### src/rtl/aha_clock_switch_ctrl_pkg.sv
// Shared definitions for the clock switch sequencer.
//   - sw_state_e      : sequencer state encoding
//   - onehot_from_idx : index to one-hot vector, up to MaxClks sources
//   - Def*            : default widths/sizes
package aha_clock_switch_pkg;

  localparam int unsigned DefNumClks  = 4;
  localparam int unsigned DefSelW     = 2;
  localparam int unsigned DefTimeoutW = 10;
  localparam int unsigned MaxClks     = 32;

  typedef enum logic [2:0] {
    StIdle,
    StDeselect,
    StWaitOff,
    StSelect,
    StWaitOn
  } sw_state_e;

  // Callers truncate the result to their own source count.
  function automatic logic [MaxClks-1:0] onehot_from_idx(input int unsigned idx);
    logic [MaxClks-1:0] v;
    v = '0;
    if (idx < MaxClks) begin
      v[idx[4:0]] = 1'b1;
    end
    return v;
  endfunction

endpackage

### src/rtl/aha_clock_switch_ctrl_if.sv
// Handshake bundle between a switch requester / slice bank and the sequencer.
//   sw_start, sw_sel        : switch request (requester -> sequencer)
//   slice_ack               : per-slice SELECT_ACK, asynchronous (slices -> sequencer)
//   slice_req               : per-slice SELECT_REQ (sequencer -> slices)
//   cur_sel, sel_valid      : current target and its confirmed state
//   busy, sw_done, sw_err   : sequencer status
// Modports: master = requester/slice side, slave = sequencer.
interface aha_clock_switch_ctrl_if #(
  parameter int unsigned NUM_CLKS = 4,
  parameter int unsigned SEL_W    = 2
);
  logic                sw_start;
  logic [SEL_W-1:0]    sw_sel;
  logic [NUM_CLKS-1:0] slice_req;
  logic [NUM_CLKS-1:0] slice_ack;
  logic [SEL_W-1:0]    cur_sel;
  logic                sel_valid;
  logic                busy;
  logic                sw_done;
  logic                sw_err;

  modport master (
    output sw_start, sw_sel, slice_ack,
    input  slice_req, cur_sel, sel_valid, busy, sw_done, sw_err
  );

  modport slave (
    input  sw_start, sw_sel, slice_ack,
    output slice_req, cur_sel, sel_valid, busy, sw_done, sw_err
  );
endinterface

### src/rtl/aha_clock_switch_ctrl_sync_2ff.sv
// aha_sync_2ff: 1-bit two-flop synchronizer.
//   i_clk   : destination clock
//   i_rst_n : asynchronous active-low reset, output resets to 0
//   i_d     : asynchronous input
//   o_q     : synchronized output (2-cycle latency)
module aha_sync_2ff (
  input  logic i_clk,
  input  logic i_rst_n,
  input  logic i_d,
  output logic o_q
);
  logic r_meta;
  logic r_sync;

  always_ff @(posedge i_clk or negedge i_rst_n) begin
    if (!i_rst_n) begin
      r_meta <= 1'b0;
      r_sync <= 1'b0;
    end else begin
      r_meta <= i_d;
      r_sync <= r_meta;
    end
  end

  assign o_q = r_sync;
endmodule

### src/rtl/aha_clock_switch_ctrl.sv
// aha_clock_switch_ctrl: break-before-make sequencer for a bank of glitch-free clock
// switch slices. Drops every slice REQ, waits for all synchronized ACKs to go low,
// raises the target REQ and waits for its ACK. Out of reset it selects DEFAULT_SEL.
//   i_clk   : always-on control clock
//   i_rst_n : asynchronous active-low reset
//   bus     : aha_clock_switch_ctrl_if.slave (request, slice REQ/ACK, status)
// Optional feature: define CLK_SWITCH_TIMEOUT_EN to bound WAIT_OFF/WAIT_ON with a
// TIMEOUT_W-bit counter; at all-ones the request ends with SW_ERR set.
module aha_clock_switch_ctrl
  import aha_clock_switch_pkg::*;
#(
  parameter int unsigned NUM_CLKS    = DefNumClks,
  parameter int unsigned SEL_W       = DefSelW,
  parameter int unsigned DEFAULT_SEL = 0,
  parameter int unsigned TIMEOUT_W   = DefTimeoutW
) (
  input logic                   i_clk,
  input logic                   i_rst_n,
  aha_clock_switch_ctrl_if.slave bus
);

  localparam logic [NUM_CLKS-1:0] DefReq = NUM_CLKS'(onehot_from_idx(DEFAULT_SEL));
  localparam logic [SEL_W-1:0]    DefSel = SEL_W'(DEFAULT_SEL);

  logic [NUM_CLKS-1:0] w_ack_s;
  logic [NUM_CLKS-1:0] w_cur_onehot;
  logic                w_sel_bad;
  logic                w_tgt_ack;
  logic                w_tgt_req;
  logic                w_timeout;

  sw_state_e           r_state, w_state_d;
  logic [NUM_CLKS-1:0] r_req, w_req_d;
  logic [SEL_W-1:0]    r_cur_sel, w_cur_sel_d;
  logic                r_valid, w_valid_d;
  logic                r_done, w_done_d;
  logic                r_err, w_err_d;

  for (genvar g = 0; g < NUM_CLKS; g++) begin : g_ack_sync
    aha_sync_2ff u_sync (
      .i_clk   (i_clk),
      .i_rst_n (i_rst_n),
      .i_d     (bus.slice_ack[g]),
      .o_q     (w_ack_s[g])
    );
  end

  assign w_sel_bad    = 32'(bus.sw_sel) >= NUM_CLKS;
  assign w_cur_onehot = NUM_CLKS'(onehot_from_idx(32'(r_cur_sel)));
  assign w_tgt_ack    = |(w_ack_s & w_cur_onehot);
  assign w_tgt_req    = |(r_req & w_cur_onehot);

`ifdef CLK_SWITCH_TIMEOUT_EN
  logic [TIMEOUT_W-1:0] r_tmo_cnt, w_tmo_cnt_d;

  assign w_timeout = &r_tmo_cnt;

  // Restart on every entry into a wait state; count while waiting.
  always_comb begin
    w_tmo_cnt_d = r_tmo_cnt;
    if ((w_state_d != r_state) && ((w_state_d == StWaitOff) || (w_state_d == StWaitOn))) begin
      w_tmo_cnt_d = '0;
    end else if ((r_state == StWaitOff) || (r_state == StWaitOn)) begin
      w_tmo_cnt_d = r_tmo_cnt + 1'b1;
    end
  end

  always_ff @(posedge i_clk or negedge i_rst_n) begin
    if (!i_rst_n) begin
      r_tmo_cnt <= '0;
    end else begin
      r_tmo_cnt <= w_tmo_cnt_d;
    end
  end
`else
  assign w_timeout = 1'b0;
`endif

  always_comb begin
    w_state_d   = r_state;
    w_req_d     = r_req;
    w_cur_sel_d = r_cur_sel;
    w_valid_d   = r_valid;
    w_done_d    = 1'b0;
    w_err_d     = r_err;
    unique case (r_state)
      StIdle: begin
        // Track the selected slice while idle; covers late ACKs after a timeout.
        if (w_tgt_req) begin
          w_valid_d = w_tgt_ack;
        end
        if (bus.sw_start) begin
          if (w_sel_bad) begin
            w_err_d  = 1'b1;
            w_done_d = 1'b1;
          end else if ((bus.sw_sel == r_cur_sel) && r_valid) begin
            w_err_d  = 1'b0;
            w_done_d = 1'b1;
          end else begin
            w_cur_sel_d = bus.sw_sel;
            w_err_d     = 1'b0;
            w_state_d   = StDeselect;
          end
        end
      end
      StDeselect: begin
        w_req_d   = '0;
        w_valid_d = 1'b0;
        w_state_d = StWaitOff;
      end
      StWaitOff: begin
        if (w_ack_s == '0) begin
          w_state_d = StSelect;
        end else if (w_timeout) begin
          w_err_d   = 1'b1;
          w_done_d  = 1'b1;
          w_state_d = StIdle;
        end
      end
      StSelect: begin
        w_req_d   = w_cur_onehot;
        w_state_d = StWaitOn;
      end
      StWaitOn: begin
        if (w_tgt_ack) begin
          w_valid_d = 1'b1;
          w_done_d  = 1'b1;
          w_state_d = StIdle;
        end else if (w_timeout) begin
          // Target REQ stays up; the idle monitor confirms a late ACK.
          w_err_d   = 1'b1;
          w_done_d  = 1'b1;
          w_state_d = StIdle;
        end
      end
      default: begin
        w_state_d = StIdle;
      end
    endcase
  end

  always_ff @(posedge i_clk or negedge i_rst_n) begin
    if (!i_rst_n) begin
      r_state   <= StWaitOn;
      r_req     <= DefReq;
      r_cur_sel <= DefSel;
      r_valid   <= 1'b0;
      r_done    <= 1'b0;
      r_err     <= 1'b0;
    end else begin
      r_state   <= w_state_d;
      r_req     <= w_req_d;
      r_cur_sel <= w_cur_sel_d;
      r_valid   <= w_valid_d;
      r_done    <= w_done_d;
      r_err     <= w_err_d;
    end
  end

  assign bus.slice_req = r_req;
  assign bus.cur_sel   = r_cur_sel;
  assign bus.sel_valid = r_valid;
  assign bus.busy      = (r_state != StIdle);
  assign bus.sw_done   = r_done;
  assign bus.sw_err    = r_err;

endmodule

### src/flat_wrapper.sv
// flat-port wrapper written by rule: the top's interface ports become plain ports
module aha_clock_switch_ctrl_flat import aha_clock_switch_pkg::*;
#(
  parameter int unsigned NUM_CLKS    = DefNumClks,
  parameter int unsigned SEL_W       = DefSelW,
  parameter int unsigned DEFAULT_SEL = 0,
  parameter int unsigned TIMEOUT_W   = DefTimeoutW
)
  (i_clk, i_rst_n, bus_sw_start, bus_sw_sel, bus_slice_ack, bus_slice_req, bus_cur_sel, bus_sel_valid, bus_busy, bus_sw_done, bus_sw_err);
  aha_clock_switch_ctrl_if #(.NUM_CLKS(NUM_CLKS), .SEL_W(SEL_W)) bus_i ();
  input logic i_clk;
  input logic i_rst_n;
  input wire logic [$bits(bus_i.sw_start)-1:0] bus_sw_start;
  input wire logic [$bits(bus_i.sw_sel)-1:0] bus_sw_sel;
  input wire logic [$bits(bus_i.slice_ack)-1:0] bus_slice_ack;
  output wire logic [$bits(bus_i.slice_req)-1:0] bus_slice_req;
  output wire logic [$bits(bus_i.cur_sel)-1:0] bus_cur_sel;
  output wire logic [$bits(bus_i.sel_valid)-1:0] bus_sel_valid;
  output wire logic [$bits(bus_i.busy)-1:0] bus_busy;
  output wire logic [$bits(bus_i.sw_done)-1:0] bus_sw_done;
  output wire logic [$bits(bus_i.sw_err)-1:0] bus_sw_err;
  assign bus_i.sw_start = bus_sw_start;
  assign bus_i.sw_sel = bus_sw_sel;
  assign bus_i.slice_ack = bus_slice_ack;
  assign bus_slice_req = bus_i.slice_req;
  assign bus_cur_sel = bus_i.cur_sel;
  assign bus_sel_valid = bus_i.sel_valid;
  assign bus_busy = bus_i.busy;
  assign bus_sw_done = bus_i.sw_done;
  assign bus_sw_err = bus_i.sw_err;
  aha_clock_switch_ctrl #(.NUM_CLKS(NUM_CLKS), .SEL_W(SEL_W), .DEFAULT_SEL(DEFAULT_SEL), .TIMEOUT_W(TIMEOUT_W)) u_core (.i_clk(i_clk), .i_rst_n(i_rst_n), .bus(bus_i));
endmodule
### config.mk
export PLATFORM = sky130hd
export DESIGN_NAME = aha_clock_switch_ctrl_flat
export DESIGN_NICKNAME = d
export VERILOG_FILES = /design/src/rtl/aha_clock_switch_ctrl_pkg.sv /design/src/rtl/aha_clock_switch_ctrl_if.sv /design/src/rtl/aha_clock_switch_ctrl_sync_2ff.sv /design/src/rtl/aha_clock_switch_ctrl.sv /design/src/flat_wrapper.sv
export SDC_FILE = /design/constraint.sdc
export NUM_CORES = 1
export LEC_CHECK = 0
export CAP_MARGIN = 20
export CORE_MARGIN = 2
export CORE_UTILIZATION = 35
export CTS_CLUSTER_SIZE = 10
export DETAILED_ROUTE_END_ITERATION = 10
export HOLD_SLACK_MARGIN = 0.1
export SLEW_MARGIN = 20
export SYNTH_ARGS = -nofsm -noshare
export SYNTH_HDL_FRONTEND = slang
export SYNTH_HIERARCHICAL = 1
export SYNTH_SLANG_ARGS = --single-unit
### constraint.sdc
create_clock -name i_clk -period 1.8 [get_ports i_clk]
set_input_delay 0.36 -clock i_clk [delete_from_list [all_inputs] [get_ports i_clk]]
set_output_delay 0.36 -clock i_clk [all_outputs]
set_load 0.005 [all_outputs]
* Yosys cells after proc, flatten, opt, wreduce, memory -nomap -nowiden *
Cells that the tools add are included.

cells by class
  add/sub/neg operators = 0
  $mul = 0
  div/mod/pow operators = 0
  order comparisons = 2
  equality and inequality tests = 10
  shift-type cells = 0
  multiplexer cells = 15
  bitwise logic cells = 3
  reduce and logical (&&, ||, !) cells = 12

operator list
  kind                                                         count
  case mux 3 bit (5 select lines)                              1
  2-to-1 mux 3 bit                                             4
  bitwise AND 4 bit                                            2
  case mux 4 bit (2 select lines)                              1
  OR reduction 4 bit                                           2
  equality test 3 x 2 -> 1 bit (second input constant)         2
  less-than comparator 2 x 6 -> 1 bit (second input constant)  1
  2-to-1 mux 1 bit                                             6
  inequality test 2 x 1 -> 1 bit (second input constant)       3
  AND reduction 3 bit                                          2
  nonzero test 3 bit                                           2
  zero test 4 bit                                              1
  inequality test 2 bit (second input constant)                2
  AND reduction 4 bit                                          1
  equality test 3 x 1 -> 1 bit (second input constant)         1
  equality test 3 bit (second input constant)                  1
  zero test 3 bit                                              1
  case mux 1 bit (3 select lines)                              1
  demux 1 bit (select 2 bit)                                   1
  equality test 2 bit                                          1
  >= comparator 2 x 1 -> 1 bit (second input constant)         1
  logical AND 1 bit                                            2
  case mux 1 bit (2 select lines)                              1
  nonzero test 2 bit                                           1
  inverter 1 bit                                               1

storage, ports and cells
  bits in registers = 19
  latch bits = 0
  RAM bits = 0
  bits in read-only memories = 0
  memories = 0

* Logic depth before layout (Yosys ltp) *
  depth after elaboration = 8
  depth in mapped cells = 5

* Hierarchy *
Netlist, hierarchy kept.

by module, submodules not included
  module                 instances  cells each  area each (µm²)  sequential area each (µm²)
  aha_clock_switch_ctrl  1          56          586.8            277.8
  aha_sync_2ff           4          2           50.0             50.0

* Least setup slack after synthesis *
Ideal clock, no wire load.

  path kind = register -> register
  start point = reg u_core.r_cur_sel[0] (netlist: u_core/bus.cur_sel[0])
  end point = reg u_core.r_valid (netlist: u_core/bus.sel_valid)
  setup time = 126 ps
  arrival = 1364 ps
  data required time = 1674 ps
  setup slack = 310 ps
  stages on the path, launching flop included = 6
  buffers on the path = 1
  cells stage by stage = dfrtp_1 buf_6 mux4_2 a21o_1 a22oi_2 o21ai_1

on the way
  longest elaborated chain between the ends = 8
  elaborated cells between the ends (all ways) = 14

RTL lines
  item                                                                                                       RTL line                                                  RTL
  start, declared                                                                                            aha_clock_switch_ctrl.sv:34                               logic [SEL_W-1:0] r_cur_sel, w_cur_sel_d;
  start signal, assigned                                                                                     aha_clock_switch_ctrl.sv:146                              r_cur_sel <= DefSel;
  start signal, assigned                                                                                     aha_clock_switch_ctrl.sv:153                              r_cur_sel <= w_cur_sel_d;
  less-than comparator 2 x 6 -> 1 bit (implied by the code) or >= comparator 2 x 1 -> 1 bit (tied branches)  aha_clock_switch_ctrl_pkg.sv:25                           v[idx[4:0]] = 1'b1;
  logical AND 1 bit (implied by the code)                                                                    aha_clock_switch_ctrl_pkg.sv:25
  2-to-1 mux 1 bit (implied by the code)                                                                     aha_clock_switch_ctrl_pkg.sv:25
  demux 1 bit (select 2 bit) *                                                                               --
  bitwise AND 4 bit (on tied branches)                                                                       aha_clock_switch_ctrl.sv:50, aha_clock_switch_ctrl.sv:51
  OR reduction 4 bit (on tied branches)                                                                      aha_clock_switch_ctrl.sv:50, aha_clock_switch_ctrl.sv:51
  2-to-1 mux 1 bit or inequality test 2 x 1 -> 1 bit (tied branches)                                         --
  case mux 1 bit (3 select lines) or AND reduction 3 bit (tied branches)                                     --
  end signal, assigned                                                                                       aha_clock_switch_ctrl.sv:154                              r_valid <= w_valid_d;
  end, declared                                                                                              aha_clock_switch_ctrl.sv:35                               logic r_valid, w_valid_d;

Mark *: on every way between the ends. The rest lies on a longest branch, timed or not. The select of a mux whose other input is x is not followed.
A chain may end at the register's enable or synchronous reset.

* Worst setup path in the final report *
  start point = reg u_core.r_cur_sel[0] (netlist: u_core/bus.cur_sel[0])
  end point = out bus_cur_sel[0]

RTL lines
  item           RTL line            RTL
  end, declared  flat_wrapper.sv:17  output wire logic [$bits(bus_i.cur_sel)-1:0] bus_cur_sel;

No word-level cell between the ends.

==> parameters.txt <==
Parameter                              Value

Worst setup path
  Category of the worst setup path launch point    flip-flop
  Worst reg2reg setup slack    0.17 ns
  Worst setup EP type    output pin
  CP max stage cell    sky130_fd_sc_hd__clkdlybuf4s50_1
  Number of cells on the critical path    1
  Cell breakdown of the critical path    clkdlybuf4s50_1
  WP data required    approximately 1.4 ns
  Reg2reg path depth    4
  Critical register-to-register path endpoint    u_core/bus.sel_valid
  Crit path buffers/inverters    1
  Setup CP Type    flip-flop to output pin
  Worst r2r src    u_core/bus.cur_sel[0]
  Crit path largest cell delay    ~0.56 ns
  Data arrival time at the worst-slack endpoint    around 1.4 ns
  Max FO, Critical Path    7
  Family with the most delay on the worst path    buffers and inverters

Floorplanning
  Number of I/O pins    19
  Core footprint    2170 um2
  Row cnt    17
  Vertical extent of the die    between 50 and 60 um
  Starting utilization of the core area    0.3627
  Area of the die    ~2600 um2
  Die boundary width    51.42 um

Power and ir drop
  Sequential Power Share    0.421
  Highest ir drop seen on vdd    roughly 0.00063 V
  Leakage    ~0.43 nW
  Clock share of power    0.133
  Net switching power    approximately 0.00054 W
  Comb pwr share    0.446
  Switching portion of total power    0.3467
  Power Dens Cells    ~1500 nW/um2
  Internal power    around 0.0010 W

STA
  Post-route setup slack    between 0.06 and 0.07 ns
  Smallest hold slack    between 0.3 and 0.4 ns
  Setup repair after global routing missed its margin    no
  Final hold violations    0
  Final period utilization    0.9651
  Max Slew Vio Count    0
  Final worst clock skew    between 0.003 and 0.004 ns
  Top achievable clock speed    575.6 MHz
  Clock period minus final worst setup slack    approximately 1.7 ns
  Setup violations, final    0
  Total negative slack for setup checks    0 ns

Yosys
  Synth area leader    sky130_fd_sc_hd__dfrtp_1
  Count of flip-flops with a built-in enable after synthesis    0
  Netlist area before placement    slightly below 800 um2
  Most instantiated flip-flop cell in the synthesis netlist    sky130_fd_sc_hd__dfrtp_1
  Post-synth top area share    0.5405
  Leading cell types by count after synthesis    17 x sky130_fd_sc_hd__dfrtp_1, 6 x sky130_fd_sc_hd__nand2_1, 3 x sky130_fd_sc_hd__clkbuf_1, 3 x sky130_fd_sc_hd__inv_1, 3 x sky130_fd_sc_hd__xnor2_1
  Synthesized area per cell    roughly 12 um2
  Net Count, Synth    73
  Most used standard cell by instance count after synthesis    sky130_fd_sc_hd__dfrtp_1
  Synth warn    6
  Synthesized flop and latch total    19
  Yosys cell types    30
  Share of async-settable or async-resettable flops after synthesis    1.000
  Synthesized netlist cell count    64
  Sequential share of the synthesized area    0.6073
  Leading post-synthesis cells by cell area    sky130_fd_sc_hd__dfrtp_1 54%, sky130_fd_sc_hd__dfstp_2 6.7%, sky130_fd_sc_hd__mux4_1 3.3%

Hold path
  Start point of the worst min-delay path    u_core/g_ack_sync[1].u_sync/r_meta
  Hold path endpoint    u_core/g_ack_sync[1].u_sync/o_q
  Worst min-delay path category    flip-flop to flip-flop
  Worst Hold Depth    0

Layout
  Share of final-layout standard cells stronger than drive strength 1    0.1529
  Final antenna diode count    0
  Final-layout fill cell count    213
  Number of standard cells in the layout, taps in and fillers out    113
  Relative area change from synthesis to final layout    30.21%
  Final #Nets    95
  Final cell area excluding filler cells    between 1000 and 1500 um2

Placement
  Count of input and output buffers    17
  Placer's final routability congestion estimate    between 0.7 and 0.8
  Worst setup slack after placement    roughly 0.14 ns
  Placed wire-length estimate after detailed placement    ~990 um
  DP Cell Count    around 110
  Area post-placement    slightly below 1000 um2

Run status
  Run status    finished clean

Routing
  Detailed Route Iter0 Violations    18
  Detailed-router iteration count before antenna repair    4
  Number of vias per cell after detailed routing    4.885
  WL/cell    12.88 um
  Detailed-route wire length    roughly 1.5 mm
  Total DRC errors in the routed layout    0
  Antenna Nets Post-Route    0
  Vias after detailed routing    about 550

Global routing
  Global routing usage on met3    0.03509
  Number of global-route vias before repair    between 500 and 600
  Number of antenna violations at the first check in global routing    0
  Pin count of the biggest net entering global routing    20
  Layer with the highest usage after global routing    met2
  Wire length of the first global-routing pass    about 2.4 mm
  Remaining global-route overflow    0
  Met2 routing resource usage after global routing    0.2009
  GR Util All Layers    0.1242
  Met1 usage    0.1528

CTS
  Number of clock sinks    19
  Clock transition at the registers of the reported paths    approximately 0.10 ns
  Root buf cell    sky130_fd_sc_hd__clkbuf_4
  Clk Latency, worst-skew pair    between 0.2 and 0.3 ns
  Number of buffers on the longest clock path    2
  H-tree depth    1
  Number of buffers inserted during clock tree synthesis    3
  TritonCTS clock tree    done

Flow run
  Max Cap Viol    0
-- worst max path at each step --
stage                          start                     to  slack [ns]
3_3_place_gp            bus_sw_start  u_core/bus.cur_sel[0]        0.13
5_1_grt        u_core/bus.cur_sel[0]         bus_cur_sel[0]        0.03
3_5_place_dp            bus_sw_start  u_core/bus.cur_sel[0]        0.14
4_1_cts        u_core/bus.cur_sel[0]         bus_cur_sel[0]        0.06
2_1_floorplan  u_core/bus.cur_sel[0]   u_core/bus.sel_valid        0.31
6_report       u_core/bus.cur_sel[0]         bus_cur_sel[0]        0.06
-- cell usage in the layout, fill, tap and decap left out --
| cell | n |
|---|---|
| sky130_fd_sc_hd__a21o_1 | 1 |
| sky130_fd_sc_hd__a21oi_1 | 1 |
| sky130_fd_sc_hd__a22o_1 | 2 |
| sky130_fd_sc_hd__a22oi_2 | 1 |
| sky130_fd_sc_hd__a311oi_1 | 1 |
| sky130_fd_sc_hd__a31oi_1 | 1 |
| sky130_fd_sc_hd__and2_1 | 1 |
| sky130_fd_sc_hd__buf_4 | 5 |
| sky130_fd_sc_hd__clkbuf_1 | 1 |
| sky130_fd_sc_hd__clkbuf_4 | 3 |
| sky130_fd_sc_hd__clkdlybuf4s50_1 | 16 |
| sky130_fd_sc_hd__conb_1 | 1 |
| sky130_fd_sc_hd__dfrtp_1 | 17 |
| sky130_fd_sc_hd__dfstp_2 | 2 |
| sky130_fd_sc_hd__dlygate4sd2_1 | 1 |
| sky130_fd_sc_hd__inv_1 | 3 |
| sky130_fd_sc_hd__mux2_2 | 1 |
| sky130_fd_sc_hd__mux4_1 | 1 |
| sky130_fd_sc_hd__mux4_2 | 1 |
| sky130_fd_sc_hd__nand2_1 | 6 |
| sky130_fd_sc_hd__nand2b_1 | 1 |
| sky130_fd_sc_hd__nand4_1 | 1 |
| sky130_fd_sc_hd__nor2_1 | 2 |
| sky130_fd_sc_hd__nor2b_1 | 1 |
| sky130_fd_sc_hd__nor3_1 | 2 |
| sky130_fd_sc_hd__nor4_1 | 2 |
| sky130_fd_sc_hd__o21ai_0 | 2 |
| sky130_fd_sc_hd__o21ai_1 | 1 |
| sky130_fd_sc_hd__o22ai_1 | 1 |
| sky130_fd_sc_hd__o31ai_1 | 2 |
| sky130_fd_sc_hd__or3_1 | 1 |
| sky130_fd_sc_hd__xnor2_1 | 3 |
-- per-layer routing --
layer / part of all wire / wire length [um]
met5: 0 / 0
met4: 0.011 / 16
met2: 0.47 / 684
met3: 0.049 / 71
met1: 0.47 / 683
-- power by group through the flow --
stage                     combinational [W]  sequential (W)  clock, W
final                              0.000698        0.000657  0.000208
after global routing               0.000762        0.000673  0.000233
after CTS                          0.000697        0.000657  0.000215
after detailed placement           0.000665        0.000684         0
after global placement             0.000669        0.000681         0
after floorplan                    0.000430        0.000640         0
-- kinds of logic (layout without fill, tap and decap cells) --
family | count (synthesis) | after routing | share of synthesized area
AO/OA/AOI/OAI | 13 | 13 | 0.1192
flip-flops | 19 | 19 | 0.6073
XOR/XNOR | 3 | 3 | 0.03339
multiplexers | 3 | 3 | 0.07631
buffers and inverters | 8 | 29 | 0.05246
AND/OR/NAND/NOR | 17 | 17 | 0.1065
other | 1 | 1 | 0.004765
-- timing repair --
item | CTS | global route
hold buffers | 0 | 0
gates resized for setup | 1 | 0
setup buffers | 1 | 0
setup endpoints to repair | 1 | 0
-- state kept, by name, summed over array words and instances, names as in the netlist --
register / flops
u_core/bus.sel_valid: 1
u_core/bus.cur_sel: 2
u_core/r_state: 3
u_core/bus.sw_done: 1
u_core/g_ack_sync.u_sync/o_q: 4
u_core/bus.slice_req: 4
u_core/g_ack_sync.u_sync/r_meta: 4
-- through the flow --
stage | util | power [W]
2_1_floorplan | - | 0.001070
3_3_place_gp | 0.4573 | 0.001349
3_5_place_dp | 0.4573 | 0.001349
4_1_cts | 0.4723 | 0.001568
5_1_grt | 0.4723 | 0.001668
6_report | 0.4723 | 0.001563
-- final cells by class --
cell class | count | area (um2) | area share
well taps | 28 | 35.03 | 0.03419
repair buffers | 22 | 206.4 | 0.2015
multi-input cells | 37 | 267.8 | 0.2613
clock buffers | 4 | 26.28 | 0.02564
flip-flops and latches | 19 | 478.0 | 0.4664
inverters | 3 | 11.26 | 0.01099
Power figures use the tool's default switching activity.
